<file path="config.mk">
export PLATFORM = sky130hd
export DESIGN_NAME = filter_pkt_rx
export DESIGN_NICKNAME = d
export VERILOG_FILES = /design/src/rtl/filter_pkt_rx.sv
export SDC_FILE = /design/constraint.sdc
export NUM_CORES = 1
export LEC_CHECK = 0
export CORE_ASPECT_RATIO = 0.5
export CORE_MARGIN = 3
export CORE_UTILIZATION = 40
export DETAILED_ROUTE_END_ITERATION = 7
export GPL_ROUTABILITY_DRIVEN = 0
export PLACE_DENSITY = 0.64
export RECOVER_POWER = 50
export SLEW_MARGIN = 20
export SYNTH_ARGS = -nofsm -noshare
export SYNTH_HDL_FRONTEND = slang
export SYNTH_SLANG_ARGS = --single-unit
</file>
<file path="constraint.sdc">
create_clock -name clk -period 3.08 [get_ports clk]
set_clock_uncertainty 0.2 [all_clocks]
set_input_delay 0.616 -clock clk [delete_from_list [all_inputs] [get_ports clk]]
set_output_delay 0.616 -clock clk [all_outputs]
set_load 0.02 [all_outputs]
</file>
<file path="src/rtl/filter_pkt_rx.sv">
// filter_pkt_rx: receive end of the filter-load packet protocol.
// It accepts FILTER_WRITE and FILTER_CLEAR packets addressed to MY_ADDR and
// unpacks up to two bytes per packet into a DEPTH-entry register file. A
// bitmap records which entries have been loaded.
// Optional feature macro FILTER_RX_ACK_EN: when it is defined, a completed
// bitmap raises a FILTER_ACK packet toward WMEM_ADDR before LOADED is reached.
// When it is undefined, a completed bitmap goes straight to LOADED and the
// outbound port is tied off.
//
// Handshake: a packet moves on a rising edge where in_valid && in_ready. The
// ACK moves on a rising edge where out_valid && out_ready. out_valid and
// out_packet are decoded from the registered state, so they stay stable until
// the ACK is accepted.
module filter_pkt_rx #(
  parameter int         DEPTH      = 25,
  parameter int         DATA_WIDTH = 8,
  parameter int         IDX_W      = 5,
  parameter logic [3:0] MY_ADDR    = 4'd1,
  parameter logic [3:0] WMEM_ADDR  = 4'd0
) (
  input  logic                  clk,
  input  logic                  rst,
  input  logic                  in_valid,
  output logic                  in_ready,
  input  logic [32:0]           in_packet,
  output logic                  out_valid,
  input  logic                  out_ready,
  output logic [32:0]           out_packet,
  input  logic [IDX_W-1:0]      rd_addr,
  output logic [DATA_WIDTH-1:0] rd_data,
  output logic                  filter_loaded,
  output logic [7:0]            drop_count
);

  localparam logic [3:0]   OP_WRITE = 4'h1;
  localparam logic [3:0]   OP_CLEAR = 4'h2;
  localparam logic [IDX_W:0] DEPTH_W = (IDX_W + 1)'(DEPTH);

  typedef enum logic [1:0] {IDLE, LOAD, ACK, LOADED} state_t;

  state_t                  state, state_next;
  logic [DATA_WIDTH-1:0]   mem [DEPTH];
  logic [DEPTH-1:0]        bitmap, bitmap_next;

  logic                    accept;
  logic [3:0]              pkt_dest, pkt_op;
  logic [IDX_W-1:0]        pkt_start;
  logic [1:0]              pkt_cnt;
  logic [7:0]              pkt_byte1, pkt_byte0;
  logic [IDX_W:0]          idx0, idx1;
  logic                    we0, we1, drop;

  assign pkt_dest  = in_packet[32:29];
  assign pkt_op    = in_packet[28:25];
  assign pkt_start = in_packet[24:20];
  assign pkt_cnt   = in_packet[17:16];
  assign pkt_byte1 = in_packet[15:8];
  assign pkt_byte0 = in_packet[7:0];
  assign idx0      = {1'b0, pkt_start};
  assign idx1      = idx0 + 1'b1;

  // ACK holds off new packets. Reset also holds them off for its own cycle.
  assign in_ready = !rst && (state != ACK);
  assign accept   = in_valid && in_ready;

  // Decode the accepted packet into byte writes, a bitmap update, a drop flag and the next state
  always_comb begin
    state_next  = state;
    bitmap_next = bitmap;
    we0         = 1'b0;
    we1         = 1'b0;
    drop        = 1'b0;
    if (accept) begin
      if (pkt_dest != MY_ADDR) begin
        drop = 1'b1;
      end else if (pkt_op == OP_CLEAR) begin
        bitmap_next = '0;
        state_next  = IDLE;
      end else if (pkt_op == OP_WRITE && (pkt_cnt == 2'd1 || pkt_cnt == 2'd2)) begin
        we0  = (idx0 < DEPTH_W);
        we1  = (pkt_cnt == 2'd2) && (idx1 < DEPTH_W);
        // Any out-of-range byte counts the packet as dropped, but only once.
        drop = !we0 || ((pkt_cnt == 2'd2) && !we1);
        if (we0) bitmap_next[pkt_start] = 1'b1;
        if (we1) bitmap_next[idx1[IDX_W-1:0]] = 1'b1;
        if (state == LOADED) begin
          state_next = LOADED;
        end else if (&bitmap_next) begin
`ifdef FILTER_RX_ACK_EN
          state_next = ACK;
`else
          state_next = LOADED;
`endif
        end else begin
          state_next = LOAD;
        end
      end else begin
        drop = 1'b1;
      end
    end
`ifdef FILTER_RX_ACK_EN
    if (state == ACK && out_ready) state_next = LOADED;
`endif
  end

  // Decode the outputs from the registered state
`ifdef FILTER_RX_ACK_EN
  localparam logic [3:0] OP_ACK = 4'h3;
  always_comb begin
    filter_loaded = (state == LOADED);
    out_valid     = (state == ACK);
    out_packet    = (state == ACK) ? {WMEM_ADDR, OP_ACK, 25'(DEPTH)} : 33'd0;
  end
  logic unused_bits;
  assign unused_bits = ^in_packet[19:18];
`else
  always_comb begin
    filter_loaded = (state == LOADED);
    out_valid     = 1'b0;
    out_packet    = 33'd0;
  end
  logic unused_bits;
  assign unused_bits = ^{in_packet[19:18], out_ready, WMEM_ADDR};
`endif

  // State register
  always_ff @(posedge clk) begin
    if (rst) state <= IDLE;
    else     state <= state_next;
  end

  // Filter storage, loaded bitmap and saturating drop counter
  always_ff @(posedge clk) begin
    if (rst) begin
      for (int i = 0; i < DEPTH; i++) mem[i] <= '0;
      bitmap     <= '0;
      drop_count <= 8'd0;
    end else begin
      if (we0) mem[pkt_start]          <= DATA_WIDTH'(pkt_byte0);
      if (we1) mem[idx1[IDX_W-1:0]]    <= DATA_WIDTH'(pkt_byte1);
      bitmap <= bitmap_next;
      if (drop && drop_count != 8'hFF) drop_count <= drop_count + 8'd1;
    end
  end

  // Combinational read port. Indices at or beyond DEPTH read as zero.
  assign rd_data = ({1'b0, rd_addr} < DEPTH_W) ? mem[rd_addr] : '0;

endmodule

</file>
==> metrics.txt, run 1 <==
Final Net Count=1147; Layout Area Growth over Synthesis=23.1%; die footprint=0.0331 mm^2; power density normalized to cell area=479 mW/mm^2; grt ovf=0; total routing usage reported by global routing=0.229; hold slack=0.251 ns; Initial DRC Count=about 1300; number of diodes added for antenna fixing=0; number of core rows=between 40 and 50; worst-case hold path end point=bitmap[24]; flop-to-flop setup slack=0.70 ns; Initial DRT Pass Iterations=6; post-synthesis instance area=0.0123 mm^2; Final min period=3.27 ns; Final Routed Wirelength=37.8 mm; antenna violations before repair=0; met2 layer wire length in the routed design=15.6 mm; hold-critical path depth=2; buffers inserted by post-CTS timing repair=0; peak ir drop on the vdd network=344 uV; vias in the first global route=8733; total clock buffers created by CTS=23; Vias per Instance=6.09; routed length per instance=25.1 um; warning count from the yosys run=0; Net Sw Power=0.00175 W; wire length the detailed router placed on met1=15.9 mm; Critical Path Fanout Max=1; Critical Path End Type=output port; Pins Over Slew Limit=0; setup repair after global routing missed its margin=yes; Core Area=0.0297 mm^2; Chip Height=130 um; Max H-tree Level=1; depth of the most critical reg-to-reg path=8; startpoint types=register; share of final-layout standard cells stronger than drive strength 1=0.272; clock share of power=0.391; reg-to-reg startpoint=state[0]; Post-Syn Instances=approximately 960; final worst path period share=1.06; Placement Setup Slack=-0.583 ns; required arrival time at the worst endpoint=2.26 ns; initial cell density of the core=0.416; number of hold violations in the final report=0; Syn Area/Cell=between 10 and 15 um^2; max_slew headroom=0.406; leakage power=5.63 nW; clock buffer depth=3; Async SR Flop Fraction=0; global-route wire length before repair=55.8 mm; part of the power in registers=0.492; top routing layer in use=met4; via count=9190; fraction of power consumed by combinational cells=0.116; proportion of synthesized chip area in sequential cells=0.544; classification of the worst-slack hold path=register to register; Crit path arrival time=2.45 ns; floorplan die width=254 um; final setup violation count=49; internal cell power=0.00552 W; pin count of the biggest net entering global routing=36; clock network latency to the later pin of the worst-skew pair=0.53 ns; clock root buffer master=clkbuf_16; number of library cell types mapped by synthesis=56; I/O pin count=94; number of DRC violations after detailed routing=0; clock transition at the register clock pins on the worst setup and hold paths after CTS=0.06 ns; met3 layer wire length in the routed design=5.53 mm; clock tree from TritonCTS=yes; number of clock sinks seen by CTS=around 240; Final Total Pwr=a little over 0.007 W; fmax=~300 MHz; worst setup path class=register to output port; Worst Hold Launch=bitmap[24]; half-perimeter wire length after detailed placement=26.9 mm; capturing point of the worst reg2reg path=mem[0][4]; run status=finished with violations; total of flip-flops plus latches after synthesis=between 200 and 250; Worst Tran Pin Value=0.889 ns; Switching Fraction=0.241; number of antenna-violating nets in the routed design=0; max-cap violations=0; violated checks=negative setup slack; Main synth FF type=edfxtp_1; port bufs=between 50 and 60; number of flops mapped to enable cells by yosys=200; setup slack after layout=-0.188 ns
-- final cells by class --
cell class / count / area [um^2]
tap: 391 / 489
clock buffer: 26 / 587
timing repair buffer: 212 / 2130
multi-input combinational: 625 / 5100
clock inverter: 13 / 149
sequential: 235 / 6710
fill: 2494 / 14500
inverter: 6 / 22.5
-- worst max-delay path, cell delays in order (launching register included) --
cell and delay, ns:
edfxtp_1 0.47, mux4_2 0.50, mux4_2 0.49, mux2_4 0.31, buf_6 0.14
-- cell usage in the layout, fill, tap and decap left out, types with 9 or more instances in the layout --
| master | Yosys | routed |
|---|---|---|
| a21oi_1 | 26 | 26 |
| a22o_1 | 172 | 172 |
| a31oi_1 | 19 | 19 |
| and3_1 | 9 | 9 |
| buf_12 | 0 | 31 |
| buf_4 | 38 | 110 |
| clkbuf_16 | 0 | 23 |
| clkdlybuf4s50_1 | 0 | 36 |
| conb_1 | 1 | 34 |
| dfxtp_1 | 35 | 35 |
| dlygate4sd3_1 | 0 | 10 |
| edfxtp_1 | 200 | 200 |
| mux2i_1 | 9 | 9 |
| mux4_2 | 56 | 56 |
| nand2_1 | 35 | 35 |
| nand3_1 | 9 | 10 |
| nor2_1 | 80 | 84 |
| nor2_2 | 27 | 23 |
| nor2b_1 | 9 | 9 |
| nor3_1 | 11 | 11 |
| o21ai_0 | 14 | 14 |
| or3_1 | 23 | 23 |
-- repair_timing --
item,CTS,global route
gates cloned,2,0
hold buffers,0,0
resized for setup,55,2
hold endpoints to repair,0,0
setup endpoints to repair,8,16
-- stage by stage --
step	TNS (ns)	std cells	util	instance area, um^2
2_1_floorplan	0	989	-	12500
3_3_place_gp	-86.97	1467	0.487	14400
3_5_place_dp	-99.77	1467	0.487	14400
4_1_cts	-1.29	1508	0.514	15300
5_1_grt	-37.01	1508	0.512	15200
6_report	-2.57	1508	0.512	15200
-- cells in the mapped netlist (9+ instances only) --
cell	n	area [um^2]
buf_2	11	55.1
nor2_2	27	169
a31oi_1	19	119
a21oi_1	26	130
clkbuf_1	65	244
buf_4	38	285
o21ai_0	14	70.1
dfxtp_1	35	701
mux2i_1	9	90.1
mux4_2	56	1260
nand3_1	9	45.0
nor2_1	80	300
a22o_1	172	1510
nand2_1	35	131
nor2b_1	9	56.3
nor3_1	11	55.1
and3_1	9	56.3
or3_1	23	144
edfxtp_1	200	6010
-- metal layers --
metal  GRT usage  vias up
li1            -     4022
met1       0.332     4504
met2       0.328      599
met3      0.0825       65
met4      0.0535        0
met5           0        -
-- flip-flops by register name, indices dropped and copies added, names as in the netlist --
register    flops
state           2
bitmap         25
drop_count      8
mem           200
-- worst max-delay path by stage --
stage	from	end	slack [ns]	cells past startpoint
floorplan	rd_addr[0]	rd_data[4]	0.007	5
global placement	rd_addr[0]	rd_data[2]	-0.56	6
detailed placement	rd_addr[0]	rd_data[3]	-0.58	6
CTS	mem[18][0]	rd_data[0]	-0.18	4
global route	mem[19][4]	rd_data[4]	-0.23	4
finish	mem[18][2]	rd_data[2]	-0.19	4
-- kinds of logic (layout without fill, tap and decap cells) --
logic type / count (synthesis) / count (layout) / share of synthesized area
flip-flops: 235 / 235 / 0.544
other: 1 / 34 / 0.000304
buffers and inverters: 129 / 257 / 0.0532
XOR/XNOR: 7 / 7 / 0.00497
multiplexers: 73 / 73 / 0.117
adder cells (fa/ha/maj): 2 / 2 / 0.00203
AND/OR/NAND/NOR: 244 / 244 / 0.108
AO/OA/AOI/OAI: 265 / 265 / 0.171
-- power groups by stage --
stage	sequential [W]	clock (W)	combinational [W]
floorplan	0.00361	0	0.000472
global placement	0.00365	0	0.000806
detailed placement	0.00365	0	0.000821
CTS	0.00358	0.00288	0.000841
global route	0.00358	0.00301	0.000889
finish	0.00358	0.00285	0.000847
Note: power is estimated with default switching activity, not from simulation.
==> inputs of run 2 (changes only) <==
- SKIP_CTS_REPAIR_TIMING: unset -> 1
==> run 2 against run 1 <==
Compared with the run above: the run still ends with negative setup slack left; register-to-register slack worse by 0.02 ns; sequential share of layout area up 0.099 points; utilization down 0.11 points; count of clock-buffer cells in the layout unchanged; wire length up 0.16%; critical path type unchanged; largest cell class unchanged.
==> metrics.txt, run 2 (synthesized netlist as in run 1, its figures left out) <==
multi-input combinational cell area=0.00509 mm^2 (-0.22%); number of clock sinks seen by CTS=235 (unchanged); number of core rows=44 (unchanged); FF/Latch Area=0.00671 mm^2 (unchanged); port bufs=56 (unchanged); leakage power=5.61 nW (-0.28%); most frequent cells in the layout=edfxtp_1 (200), a22o_1 (172), buf_4 (112); routed length per instance=25.1 um (+0.16%); max_slew headroom=0.426 (+0.0200); vias in the first global route=8689 (-0.50%); startpoint types=register; Chip Height=130 um (unchanged); fmax=304 MHz (-0.77%); initial cell density of the core=0.416 (unchanged); Vias per Instance=6.15 (+0.95%); Initial DRC Count=1309 (+2.3%); worst setup path class=register to output port; Crit path arrival time=2.48 ns (+0.03 ns); via count=9277 (+0.95%); number of hold violations in the final report=0 (unchanged); # fillers=2501 (+0.28%); hold-critical path depth=2 (unchanged); die footprint=0.0331 mm^2 (unchanged); final setup violation count=46 (-6.1%); flop-to-flop setup slack=0.68 ns (-0.02 ns); classification of the worst-slack hold path=register to register; Top Registers=mem x200, bitmap x25, drop_count x8; antenna violations before repair=0 (unchanged); depth of the most critical reg-to-reg path=8 (unchanged); number of diodes added for antenna fixing=0 (unchanged); total routing usage reported by global routing=0.228 (-0.00116); setup slack after layout=-0.213 ns (-0.0254 ns); Core Area=0.0297 mm^2 (unchanged); number of antenna-violating nets in the routed design=0 (unchanged); Final Routed Wirelength=37.9 mm (+0.16%); Initial DRT Pass Iterations=5 (-1); required arrival time at the worst endpoint=2.26 ns (about the same); Layout Area Growth over Synthesis=22.9%; Final min period=3.29 ns (+0.0254 ns); clock network latency to the later pin of the worst-skew pair=0.53 ns (about the same); pin count of the biggest net entering global routing=36 (unchanged); run status=finished with violations; post-route non-filler standard cell count=1508 (unchanged); clock root buffer master=clkbuf_16; final worst path period share=1.07 (+0.00824); clock buffer depth=3 (unchanged); peak ir drop on the vdd network=346 uV (+0.65%); violated checks=negative setup slack; clock transition at the register clock pins on the worst setup and hold paths after CTS=0.06 ns (about the same); share of final-layout standard cells stronger than drive strength 1=0.272 (unchanged); Critical Path End Type=output port; Pins Over Slew Limit=0 (unchanged); Placement Setup Slack=-0.583 ns (unchanged); register bank with the most flops=mem; grt ovf=0 (unchanged); Max H-tree Level=1 (unchanged); I/O pin count=94 (unchanged); Critical Path Fanout Max=1 (unchanged); power density normalized to cell area=480 mW/mm^2 (+0.21%); clock tree from TritonCTS=yes; most common library cell in the layout ignoring fill and taps=edfxtp_1; max-cap violations=0 (unchanged); Final Total Pwr=0.00727 W (about the same); Post-Place Cells=1467 (unchanged); floorplan die width=254 um (unchanged); hold slack=0.251 ns (+0.000712 ns); Worst Tran Pin Value=0.859 ns (-0.0299 ns); half-perimeter wire length after detailed placement=26.9 mm (unchanged); global-route wire length before repair=55.6 mm (-0.48%); setup repair after global routing missed its margin=yes; Final Net Count=1147 (unchanged); max FFs per register=200 (unchanged); total clock buffers created by CTS=23 (unchanged); number of DRC violations after detailed routing=0 (unchanged)
-- run 2: cell types whose count changed in the layout (fill, tap and decap cells not counted), sizes merged --
cell and change:
buf -2, clkbuf +2
-- run 2: worst max-delay path: stages, from the launching register on --
cell	delay, ns
edfxtp_1	0.46
mux4_2	0.51
mux4_2	0.49
mux2_2	0.31
buf_2	0.17
-- run 2: cell type report --
| cell class | instances | area share |
|---|---|---|
| clock inverter | 13 | 0.00983 |
| clock buffer | 26 | 0.0387 |
| tap | 391 | 0.0323 |
| multi-input combinational | 625 | 0.336 |
| inverter | 6 | 0.00149 |
| timing repair buffer | 212 | 0.139 |
| sequential | 235 | 0.443 |
-- run 2: metal layers --
metal	GRT usage	routed length, um	up-vias
li1	-	-	4019
met1	0.328	15900	4572
met2	0.328	15700	627
met3	0.0848	5550	59
met4	0.0485	735	0
met5	0	0	-
-- run 2: stage by stage --
stage / setup TNS (ns) / cell area, um^2 / util
4_1_cts: -4.62 / 15200 / 0.511
2_1_floorplan: 0 / 12500 / -
3_3_place_gp: -86.97 / 14400 / 0.487
6_report: -2.68 / 15200 / 0.511
3_5_place_dp: -99.77 / 14400 / 0.487
5_1_grt: -37.18 / 15200 / 0.511
-- run 2: power by group --
group | internal (W) | leakage, nW | switching (W)
Sequential | 0.00353 | 2.34 | 0.0000479
Clock | 0.00162 | 0.359 | 0.00124
Combinational | 0.000357 | 2.91 | 0.000479
Total | 0.00551 | 5.61 | 0.00176
-- run 2: worst paths after layout --
path / start / end
max: mem[18][0] / rd_data[0]
min: bitmap[24] / bitmap[24]
max reg2reg: state[0] / mem[0][4]
min reg2reg: bitmap[24] / bitmap[24]
==> inputs of run 3 (changes only) <==
- ABC_AREA: unset -> 1
==> run 3 against run 2 <==
Compared with the run above: the flow still finishes with violations (negative setup slack); register-to-register slack got worse by 0.15 ns; global-route usage rose by 2.6 points; sequential power is 1% higher; count of clock-buffer cells in the layout grew 3; maximum frequency grew 6.6%.
==> metrics.txt, run 3 <==
Synth area leaders=edfxtp_1 (48%), nand2_1 (7.3%), o22ai_1 (6.8%), o21ai_0 (5.7%), dfxtp_1 (5.6%); Post-Syn Instances=1437 (+50%); series of cell instances along the critical path=buf_6 > clkbuf_16 > o21ai_0 > o32ai_2 > a21oi_2 > o41ai_4 > buf_4 > nand3_1 > o21ai_1 > buf_4; I/O pin count=94 (unchanged); grt ovf=0 (unchanged); final worst path period share=1.00 (-0.0665); routed length per instance=21.8 um (-13%); share of final-layout standard cells stronger than drive strength 1=0.174 (-0.0980); area share of the leading cell type in the synthesized netlist=0.479 (-0.00807); register bank with the most flops=mem; port bufs=56 (unchanged); vias in the first global route=11073 (+27%); number of core rows=45 (+2.3%); clock tree from TritonCTS=yes; synthesized-area fraction occupied by ao, oa, aoi and oai cells=0.185 (+0.0140); Pins Over Slew Limit=0 (unchanged); max FFs per register=200 (unchanged); Layout Area Growth over Synthesis=26.8%; cell area after placement=0.0149 mm^2 (+3.1%); startpoint types=primary input; hold-critical path depth=2 (unchanged); xor and xnor area share after synthesis=0.00279 (-0.00218); Core Area=0.0306 mm^2 (+3.0%); top-count cell post-synth=nand2_1; FF/Latch Area=0.00671 mm^2 (unchanged); library cell contributing the largest single delay on the critical path=o21ai_0; clock transition at the register clock pins on the worst setup and hold paths after CTS=0.06 ns (about the same); Worst Tran Pin Value=0.782 ns (-0.0766 ns); max-cap violations=0 (unchanged); Final Routed Wirelength=44.6 mm (+18%); basic-gate share of the synthesized area counting and, or, nand and nor cells=0.197 (+0.0893); number of diodes added for antenna fixing=0 (unchanged); Final Total Pwr=0.00743 W (+2.1%); Initial DRC Count=1872 (+43%); die footprint=0.0336 mm^2 (+1.6%); Chip Height=131 um (+0.80%); reg-to-reg startpoint=state[0]; number of flops mapped to enable cells by yosys=200 (unchanged); Max H-tree Level=1 (unchanged); Top Registers=mem x200, bitmap x25, drop_count x8; required arrival time at the worst endpoint=2.26 ns (about the same); worst setup path class=primary input to output port; clock root buffer master=clkbuf_16; Worst Hold Launch=bitmap[21]; dominant cell type by area after synthesis=edfxtp_1; # fillers=2776 (+11%); dominant combinational cell family by area after synthesis=simple AND/OR/NAND/NOR gates; number of library cell types mapped by synthesis=38 (-32%); Initial DRT Pass Iterations=6 (+1); fmax=324 MHz (+6.6%); number of antenna-violating nets in the routed design=0 (unchanged); multiplexer area fraction after synthesis=0 (-0.117); Final min period=3.09 ns (-0.205 ns); classification of the worst-slack hold path=register to register; Syn Area/Cell=8.73 um^2 (-32%); post-route standard cell area excluding fillers=0.0159 mm^2 (+4.9%); Critical Path End Type=output port; via count=12059 (+30%); final setup violation count=2 (-96%); power density normalized to cell area=467 mW/mm^2 (-2.7%); commonest cells in the synthesized netlist=nand2_1 (243), edfxtp_1 (200), nor2_1 (160), o21ai_0 (143), o22ai_1 (136); fraction of the mapped netlist area in adder cells=0.00200 (-0.0000336); Critical Path Max Stage Delay=0.30 ns (-0.21 ns); Crit path arrival time=2.27 ns (-0.21 ns); number of hold violations in the final report=0 (unchanged); Final Net Count=1653 (+44%); worst-case hold path end point=bitmap[21]; max_slew headroom=0.478 (+0.0523); clock buffer depth=3 (unchanged); floorplan die width=256 um (+0.82%); peak ir drop on the vdd network=288 uV (-17%); capturing point of the worst reg2reg path=mem[4][0]; leakage power=5.92 nW (+5.5%); Most Frequent Cell on Critical Path=buf_4; violated checks=negative setup slack; share of the core filled with cells=0.520 (+0.00945); total of flip-flops plus latches after synthesis=235 (unchanged); pin count of the biggest net entering global routing=48 (+33%); most common library cell in the layout ignoring fill and taps=nand2_1; initial cell density of the core=0.410 (-0.00544); proportion of synthesized chip area in sequential cells=0.535 (-0.00901); summed negative setup slack over all endpoints=-0.0155 ns (+2.67 ns); setup slack after layout=-0.00831 ns (+0.205 ns); half-perimeter wire length after detailed placement=29.9 mm (+11%); Async SR Flop Fraction=0 (unchanged); total routing usage reported by global routing=0.253 (+0.0257); flop-to-flop setup slack=0.53 ns (-0.15 ns); depth of the most critical reg-to-reg path=10 (+2); most frequent cells in the layout=nand2_1 (244), edfxtp_1 (200), nor2_1 (160); antenna violations before repair=0 (unchanged); global-route wire length before repair=65.7 mm (+18%); number of clock sinks seen by CTS=235 (unchanged); clock network latency to the later pin of the worst-skew pair=0.53 ns (about the same); Main synth FF type=edfxtp_1; total clock buffers created by CTS=23 (unchanged); post-synthesis instance area=0.0125 mm^2 (+1.7%); run status=finished with violations; Critical Path Fanout Max=23 (+22); warning count from the yosys run=0 (unchanged); Vias per Instance=5.89 (-4.3%); number of DRC violations after detailed routing=0 (unchanged); multi-input combinational cell area=0.00529 mm^2 (+3.8%)
## run 3: cell types whose count changed in the layout (fill, tap and decap cells not counted), sizes merged, moves of 22 or more
cell	previous run	this run
o21ai	14	146
nor2	107	167
inv	7	73
nand3	12	119
nand2	37	244
a22o	176	0
a21oi	26	69
or3	23	0
buf	152	179
clkbuf	40	62
o22ai	2	136
mux4	56	0
## run 3: area by class of cell
class | instances | share of cell area
Multi-Input combinational cell | 1018 | 0.332
Inverter | 73 | 0.0177
Clock inverter | 12 | 0.00748
Clock buffer | 29 | 0.0376
Tap cell | 423 | 0.0333
Timing Repair Buffer | 258 | 0.150
Sequential cell | 235 | 0.422
## run 3: logic make-up (layout without fill, tap and decap cells)
group           count (synthesis)  in the layout
simple gates                  581            581
fa+ha+maj                       2              2
other cells                     1             34
compound gates                397            397
buf+inv                       217            372
xor+xnor                        4              4
flops                         235            235
## run 3: stage by stage
| step | setup slack (ns) | std cells | hold slack [ns] |
|---|---|---|---|
| 6_report | -0.00831 | 2048 | 0.258 |
| 5_1_grt | -0.0567 | 2048 | 0.286 |
| 4_1_cts | -0.702 | 2044 | 0.258 |
| 3_5_place_dp | -0.686 | 2003 | 0.248 |
| 3_3_place_gp | -0.659 | 2003 | 0.243 |
| 2_1_floorplan | 0.197 | 1470 | 0.236 |
## run 3: worst max-delay path: cells and delay by family
family | cells | cell delay (ns)
AO/OA/AOI/OAI | 5 | 0.88
AND/OR/NAND/NOR | 1 | 0.10
buffers and inverters | 4 | 0.67
## run 3: layer usage
layer	vias up	global-route usage	part of all wire	wire length (um)
met1	5621	0.349	0.38	16900
li1	5470	-	-	-
met2	843	0.400	0.44	19800
met3	125	0.0564	0.14	6470
met5	-	0	0	0
met4	0	0.0795	0.034	1530
## run 3: worst max-delay path by stage
stage / start / endpoint / slack [ns] / depth (start not counted)
floorplan: rd_addr[0] / rd_data[0] / 0.20 / 6
finish: rd_addr[0] / rd_data[0] / -0.008 / 10
CTS: rd_addr[0] / rd_data[0] / -0.70 / 9
global route: mem[18][3] / rd_data[3] / -0.06 / 8
detailed placement: rd_addr[0] / rd_data[0] / -0.69 / 9
global placement: rd_addr[0] / rd_data[4] / -0.66 / 9
## run 3: power by group
group | total [W] | internal, W | switching, W
Combinational | 0.000994 | 0.000353 | 0.000642
Clock | 0.00280 | 0.00155 | 0.00125
Sequential | 0.00363 | 0.00358 | 0.0000554
